$ cat src/rtl/turf_pkg.sv
// Shared defaults, colour codes and FSM states for the turf territory tally.
package turf_pkg;

    localparam int NUM_PLAYERS_DEF = 4;
    localparam int COLOUR_W_DEF    = 3;
    localparam int GRID_W_DEF      = 160;
    localparam int GRID_H_DEF      = 120;
    localparam int X_W_DEF         = 8;
    localparam int Y_W_DEF         = 7;

    localparam logic [2:0] BG_COLOUR_DEF = 3'b000;
    localparam logic [2:0] P1_COLOUR     = 3'b001;
    localparam logic [2:0] P2_COLOUR     = 3'b010;
    localparam logic [2:0] P3_COLOUR     = 3'b100;
    localparam logic [2:0] P4_COLOUR     = 3'b110;

    typedef enum logic [2:0] {
        S_IDLE,
        S_SCAN,
        S_DRAIN,
        S_SORT,
        S_DONE
    } state_t;

    function automatic int cnt_width(input int w, input int h);
        return $clog2(w * h + 1);
    endfunction

endpackage

$ cat src/rtl/turf_rank_sorter.sv
// Sequential bubble sort of player indices by descending count.
// One compare-swap per cycle; strict compare keeps ties in index order.
module turf_rank_sorter #(
    parameter int NUM_PLAYERS = 4,
    parameter int CNT_W       = 15,
    parameter int IDX_W       = 2
) (
    input  logic                         clk,
    input  logic                         rst_n,
    input  logic                         start,
    input  logic [NUM_PLAYERS*CNT_W-1:0] counts,
    output logic [NUM_PLAYERS*IDX_W-1:0] rank,
    output logic                         done
);

    localparam logic [IDX_W-1:0] LAST = IDX_W'(NUM_PLAYERS - 2);

    logic [IDX_W-1:0] idx [NUM_PLAYERS];
    logic [IDX_W-1:0] j;
    logic [IDX_W-1:0] pass;
    logic [IDX_W-1:0] a;
    logic [IDX_W-1:0] b;
    logic             active;
    logic             swap;

    assign a    = idx[j];
    assign b    = idx[j + 1'b1];
    assign swap = counts[b*CNT_W +: CNT_W] > counts[a*CNT_W +: CNT_W];

    always_comb begin
        rank = '0;
        for (int k = 0; k < NUM_PLAYERS; k++)
            rank[k*IDX_W +: IDX_W] = idx[k];
    end

    always_ff @(posedge clk or negedge rst_n) begin
        if (!rst_n) begin
            for (int i = 0; i < NUM_PLAYERS; i++)
                idx[i] <= IDX_W'(i);
            j      <= '0;
            pass   <= '0;
            active <= 1'b0;
            done   <= 1'b0;
        end else begin
            done <= 1'b0;
            if (start) begin
                for (int i = 0; i < NUM_PLAYERS; i++)
                    idx[i] <= IDX_W'(i);
                j      <= '0;
                pass   <= '0;
                active <= 1'b1;
            end else if (active) begin
                if (swap) begin
                    idx[j]        <= b;
                    idx[j + 1'b1] <= a;
                end
                if (j == LAST) begin
                    j <= '0;
                    if (pass == LAST) begin
                        active <= 1'b0;
                        done   <= 1'b1;
                    end else begin
                        pass <= pass + 1'b1;
                    end
                end else begin
                    j <= j + 1'b1;
                end
            end
        end
    end

endmodule

$ cat src/rtl/turf_tally.sv
// End-of-game territory scorer: scan colour RAM, count per player, rank.
// TURF_CLEAR_EN: read-then-write-BG per pixel, clearing the RAM as it scans.
module turf_tally
    import turf_pkg::*;
#(
    parameter int NUM_PLAYERS = NUM_PLAYERS_DEF,
    parameter int COLOUR_W    = COLOUR_W_DEF,
    parameter int GRID_W      = GRID_W_DEF,
    parameter int GRID_H      = GRID_H_DEF,
    parameter int X_W         = X_W_DEF,
    parameter int Y_W         = Y_W_DEF,
    parameter logic [COLOUR_W-1:0] BG_COLOUR = COLOUR_W'(BG_COLOUR_DEF),
    parameter int CNT_W       = cnt_width(GRID_W, GRID_H),
    parameter int IDX_W       = $clog2(NUM_PLAYERS)
) (
    input  logic                            CLOCK_50,
    input  logic                            resetn,
    input  logic                            start,
    input  logic [NUM_PLAYERS*COLOUR_W-1:0] player_colours,
    output logic [X_W+Y_W-1:0]              ram_addr,
    input  logic [COLOUR_W-1:0]             ram_rdata,
    output logic                            ram_wren,
    output logic [COLOUR_W-1:0]             ram_wdata,
    output logic                            busy,
    output logic                            done,
    output logic [NUM_PLAYERS*CNT_W-1:0]    counts,
    output logic [NUM_PLAYERS*COLOUR_W-1:0] ranked_colours,
    output logic [IDX_W-1:0]                winner
);

    state_t                          state;
    logic [X_W-1:0]                  x;
    logic [Y_W-1:0]                  y;
    logic [CNT_W-1:0]                cnt [NUM_PLAYERS];
    logic [NUM_PLAYERS*IDX_W-1:0]    rank_idx;
    logic [NUM_PLAYERS*COLOUR_W-1:0] rank_col;
    logic                            sort_go;
    logic                            sort_done;
    logic                            take;
    logic                            hit;
    logic [IDX_W-1:0]                hit_idx;
    logic                            last;

    assign last      = (x == X_W'(GRID_W - 1)) && (y == Y_W'(GRID_H - 1));
    assign ram_addr  = {x, y};
    assign ram_wdata = BG_COLOUR;

`ifdef TURF_CLEAR_EN
    logic phase;
    assign ram_wren = (state == S_SCAN) && phase;
    assign take     = (state == S_SCAN) && phase;
    assign sort_go  = (state == S_SCAN) && phase && last;
`else
    logic pend;
    assign ram_wren = 1'b0;
    assign take     = pend;
    assign sort_go  = (state == S_DRAIN);
`endif

    // Descending scan so the lowest matching index wins duplicates.
    always_comb begin
        hit     = 1'b0;
        hit_idx = '0;
        for (int i = NUM_PLAYERS - 1; i >= 0; i--) begin
            if (ram_rdata != BG_COLOUR &&
                ram_rdata == player_colours[i*COLOUR_W +: COLOUR_W]) begin
                hit     = 1'b1;
                hit_idx = IDX_W'(i);
            end
        end
    end

    always_comb begin
        counts   = '0;
        rank_col = '0;
        for (int k = 0; k < NUM_PLAYERS; k++) begin
            counts[k*CNT_W +: CNT_W] = cnt[k];
            rank_col[k*COLOUR_W +: COLOUR_W] =
                player_colours[rank_idx[k*IDX_W +: IDX_W]*COLOUR_W +: COLOUR_W];
        end
    end

    turf_rank_sorter #(
        .NUM_PLAYERS(NUM_PLAYERS),
        .CNT_W      (CNT_W),
        .IDX_W      (IDX_W)
    ) u_sorter (
        .clk   (CLOCK_50),
        .rst_n (resetn),
        .start (sort_go),
        .counts(counts),
        .rank  (rank_idx),
        .done  (sort_done)
    );

    always_ff @(posedge CLOCK_50 or negedge resetn) begin
        if (!resetn) begin
            state          <= S_IDLE;
            x              <= '0;
            y              <= '0;
            busy           <= 1'b0;
            done           <= 1'b0;
            ranked_colours <= '0;
            winner         <= '0;
            for (int i = 0; i < NUM_PLAYERS; i++)
                cnt[i] <= '0;
`ifdef TURF_CLEAR_EN
            phase <= 1'b0;
`else
            pend  <= 1'b0;
`endif
        end else begin
            if (take && hit)
                cnt[hit_idx] <= cnt[hit_idx] + 1'b1;
`ifndef TURF_CLEAR_EN
            pend <= 1'b0;
`endif
            unique case (state)
                S_IDLE, S_DONE: begin
                    if (start) begin
                        state <= S_SCAN;
                        busy  <= 1'b1;
                        done  <= 1'b0;
                        x     <= '0;
                        y     <= '0;
                        for (int i = 0; i < NUM_PLAYERS; i++)
                            cnt[i] <= '0;
`ifdef TURF_CLEAR_EN
                        phase <= 1'b0;
`endif
                    end
                end
                S_SCAN: begin
`ifdef TURF_CLEAR_EN
                    phase <= ~phase;
                    if (phase) begin
`else
                    pend <= 1'b1;
                    begin
`endif
                        // Hold on the last pixel so no out-of-grid address appears.
                        if (last) begin
`ifdef TURF_CLEAR_EN
                            state <= S_SORT;
`else
                            state <= S_DRAIN;
`endif
                        end else if (y == Y_W'(GRID_H - 1)) begin
                            y <= '0;
                            x <= x + 1'b1;
                        end else begin
                            y <= y + 1'b1;
                        end
                    end
                end
                S_DRAIN: state <= S_SORT;
                S_SORT: begin
                    if (sort_done) begin
                        state          <= S_DONE;
                        busy           <= 1'b0;
                        done           <= 1'b1;
                        ranked_colours <= rank_col;
                        winner         <= rank_idx[IDX_W-1:0];
                    end
                end
                default: state <= S_IDLE;
            endcase
        end
    end

endmodule

$ cat config.mk
export PLATFORM = sky130hd
export DESIGN_NAME = turf_tally
export DESIGN_NICKNAME = d
export VERILOG_FILES = /design/src/rtl/turf_pkg.sv /design/src/rtl/turf_rank_sorter.sv /design/src/rtl/turf_tally.sv
export SDC_FILE = /design/constraint.sdc
export NUM_CORES = 1
export LEC_CHECK = 0
export ABC_AREA = 1
export ABC_CLOCK_PERIOD_IN_PS = 5900
export BUFFER_PORTS_ARGS = -buffer_cell sky130_fd_sc_hd__buf_2
export CAP_MARGIN = 20
export CORE_UTILIZATION = 60
export DETAILED_ROUTE_END_ITERATION = 16
export MAX_ROUTING_LAYER = met4
export PLACE_DENSITY = 0.83
export REMOVE_ABC_BUFFERS = 1
export SETUP_SLACK_MARGIN = 0.15
export SLEW_MARGIN = 20
export SYNTH_ARGS = -nofsm -noshare
export SYNTH_HDL_FRONTEND = slang
export SYNTH_SLANG_ARGS = --single-unit
$ cat constraint.sdc
create_clock -name CLOCK_50 -period 5.9 [get_ports CLOCK_50]
set_input_delay 0.59 -clock CLOCK_50 [delete_from_list [all_inputs] [get_ports CLOCK_50]]
set_output_delay 0.59 -clock CLOCK_50 [all_outputs]
set_load 0.005 [all_outputs]
==> reports/results.tsv <==
stage	metric	value	unit
grt	grt_pass1_wl	38.6	mm
synth	ys_seq_area_share	33.2	%
sta	rsz0062_at_grt	false	
clock_tree	insertion_delay	360	ps
routing	drt_iter0_drc	1125	
sta	setup_slack	1280	ps
clock_tree	post_cts_buffers	0	
synth	ys_ff_latch	109	
sta	finalHoldViolCount	0	
floorplanning	core	13300	um^2
worst_setup_path	cp_data_arrival_time	4850	ps
clock_tree	htree_levels	3	
clock_tree	clk_pin_slew_worst_paths	70	ps
worst_setup_path	cp_common_cell	nand2_1	
floorplanning	ioPinCount	113	
floorplanning	die-area	14200	um^2
job	drv_cap	0	
worst_setup_path	r2r_cells	17	
synth	syn-cell-area	8240	um^2
worst_setup_path	startpoint_type	register	
cells_and_area	area_growth	9.85	%
grt	grt_max_degree	73	
synth	synthCells	1177	
place	place_ws	1360	ps
grt	overflow	0	
worst_setup_path	r2r_start	u_sorter.j[0]	
synth	async_flop_share	100	%
sta	setup_viol	0	
worst_setup_path	cp_max_fo	18	
sta	fin_crit	4620	ps
clock_tree	cts_resized	0	
sta	worstMarginPinSlew	1080	ps
synth	synth.avg_cell_area	7.00	um^2
synth	synth_top_area_share	31.9	%
worst_setup_path	worstSetupPathType	register to register	
cells_and_area	layout-drive-gt1-share	17.8	%
sta	period_share	78.4	%
floorplanning	core.rowCount	42	
cells_and_area	nets	1293	
routing	routed_wl	24.0	mm
place	post-dp-hpwl	16.2	mm
synth	yosysUniqueCellTypes	53	
grt	grtUsageTotal	35.7	%
sta	tns	0	ps
clock_tree	clock-root-buffer	clkbuf_16	
worst_setup_path	cp_cell_sequence	inv_1, a21oi_1, o21ai_0, nand2_1, clkinv_1, a21oi_1, a22oi_1, ha_1, nand2_1, nor2_1, nand2_1, nor4_1, nand3_1, nand3_1, nand2_1, o31ai_1, o21ai_0	
floorplanning	dieWidth	119	um
routing	vias	8451	
floorplanning	initial_core_util	62.0	%
hold_path	worstHoldPathType	input port to async pin	
synth	synth_edf_count	0	
sta	slew_viol_final	0	
worst_setup_path	r2r_slack	1280	ps
power_and_ir_drop	power_density	602	nW/um^2
status	outcome	finished, final reports clean	
power_and_ir_drop	peakVddDrop	0.306	mV
routing	post-route-drc-count	0	
routing	drtAntennaViolNets	0	
clock_tree	cts.sink_count	109	
worst_setup_path	critPathSlowestCell	clkinv_1	
floorplanning	die_y	119	um
worst_setup_path	setup.worst_path.start	u_sorter.j[0]	
sta	max_freq	0.216	GHz
routing	viasPerCell	5.90	
synth	yosys-top-cells-area	dfrtp_1, inv_1, nand2_1	
place	portBuffers	108	
power_and_ir_drop	p_leak	4.72	nW
worst_setup_path	worstSetupEndpointType	register	
clock_tree	cts_tree	done	
clock_tree	clk_path_buf_depth	2	
clock_tree	cts_hold_buf	0	
clock_tree	numCtsBuffers	9	
place	gp_congestion	0.964	
synth	yosys.area.top_type	dfrtp_1	
sta	fin_worst_skew	7.99	ps
synth	yosys_warnings	0	
grt	grt_pass1_vias	7638	
worst_setup_path	max_stage_delay	820	ps
worst_setup_path	required	6120	ps
grt	antenna_found_initial	0	
sta	slew_headroom	27.7	%
routing	wl_per_cell	16.7	um
synth	ys.flop_type	dfrtp_1	
routing	firstDrtPassIters	6	
cells_and_area	antenna_cells	0	
==> final timing paths <==
check | to
worst max-delay path | u_sorter.rank[4]
worst min-delay path | ranked_colours[1]
worst max register to register | u_sorter.rank[4]
worst min register to register | winner[1]
max in group asynchronous | ranked_colours[9]
min in group CLOCK_50 | winner[1]
==> cells in the final DEF, fill, tap and decap left out, types with 13 or more instances in the layout <==
cell type,Yosys,routed
a21oi_1,144,144
a22oi_1,15,15
buf_2,2,107
dfrtp_1,105,105
ha_1,23,23
inv_1,196,195
nand2_1,195,194
nand2_2,19,20
nand3_1,110,110
nand3_2,14,14
nor2_1,49,49
nor2_4,12,13
o21a_1,14,14
o21ai_0,119,119
==> cells by family after synthesis <==
logic type	share of synthesized area [%]
and+or+nand+nor	27.1
other	0.0455
AOI/OAI and AO/OA	22.1
buffers and inverters	13.2
xor gates and xnor gates	0.941
adders and majority gates	3.49
DFF	33.2
==> layer usage <==
metal	wire length (um)	vias to the layer above	global-route usage, %
li1	-	4001	-
met1	9990	3835	48.2
met2	10700	549	53.6
met3	2750	66	7.52
met4	581	0	11.2
met5	0	-	-
==> state kept, by name (all words and copies together) (netlist names), 2 cells and up <==
name,count
counts,60
ranked_colours,12
u_sorter.rank,8
x,8
y,7
state,3
u_sorter.j,2
u_sorter.pass,2
winner,2
==> critical path: cells and delay by family, from the launching register on <==
family	cells	cell delay (ps)
AOI/OAI and AO/OA	6	1010
DFF	1	600
and+or+nand+nor	8	1520
adders and majority gates	1	310
buffers and inverters	2	1020
==> stage by stage <==
step / power (mW) / cells / util, % / hold WS (ps) / instance area, um^2
floorplan: 3.71 / 1128 / - / 294 / 7970
global placement: 4.69 / 1417 / 66.0 / 469 / 8780
detailed placement: 4.77 / 1417 / 66.0 / 477 / 8780
CTS: 5.38 / 1433 / 68.1 / 204 / 9050
global route: 5.95 / 1433 / 68.1 / 237 / 9050
finish: 5.45 / 1433 / 68.1 / 193 / 9050
==> where the power goes <==
part	internal (mW)	switching [mW]	leakage, nW
combinational	1.25	2.26	3.17
clock	0.291	0.297	0.135
sequential	1.05	0.304	1.42
total	2.59	2.86	4.72
==> cells in the mapped netlist (11+ instances only) <==
cell      instances
nand3_1         110
nand2_1         195
o21ai_0         119
nor2_1           49
nand3_2          14
nor2_2           11
ha_1             23
o21a_1           14
a21oi_1         144
dfrtp_1         105
inv_1           196
nand2_2          19
nor2_4           12
clkbuf_1         36
a22oi_1          15
==> cell type report <==
class / count / area, um^2
fill: 1182 / 4240
multi-input combinational: 807 / 4440
timing repair buffer: 113 / 581
sequential: 109 / 2730
clock buffer: 10 / 229
clock inverter: 6 / 46.3
tap: 176 / 220
inverter: 212 / 802
Power figures use the tool's default switching activity.
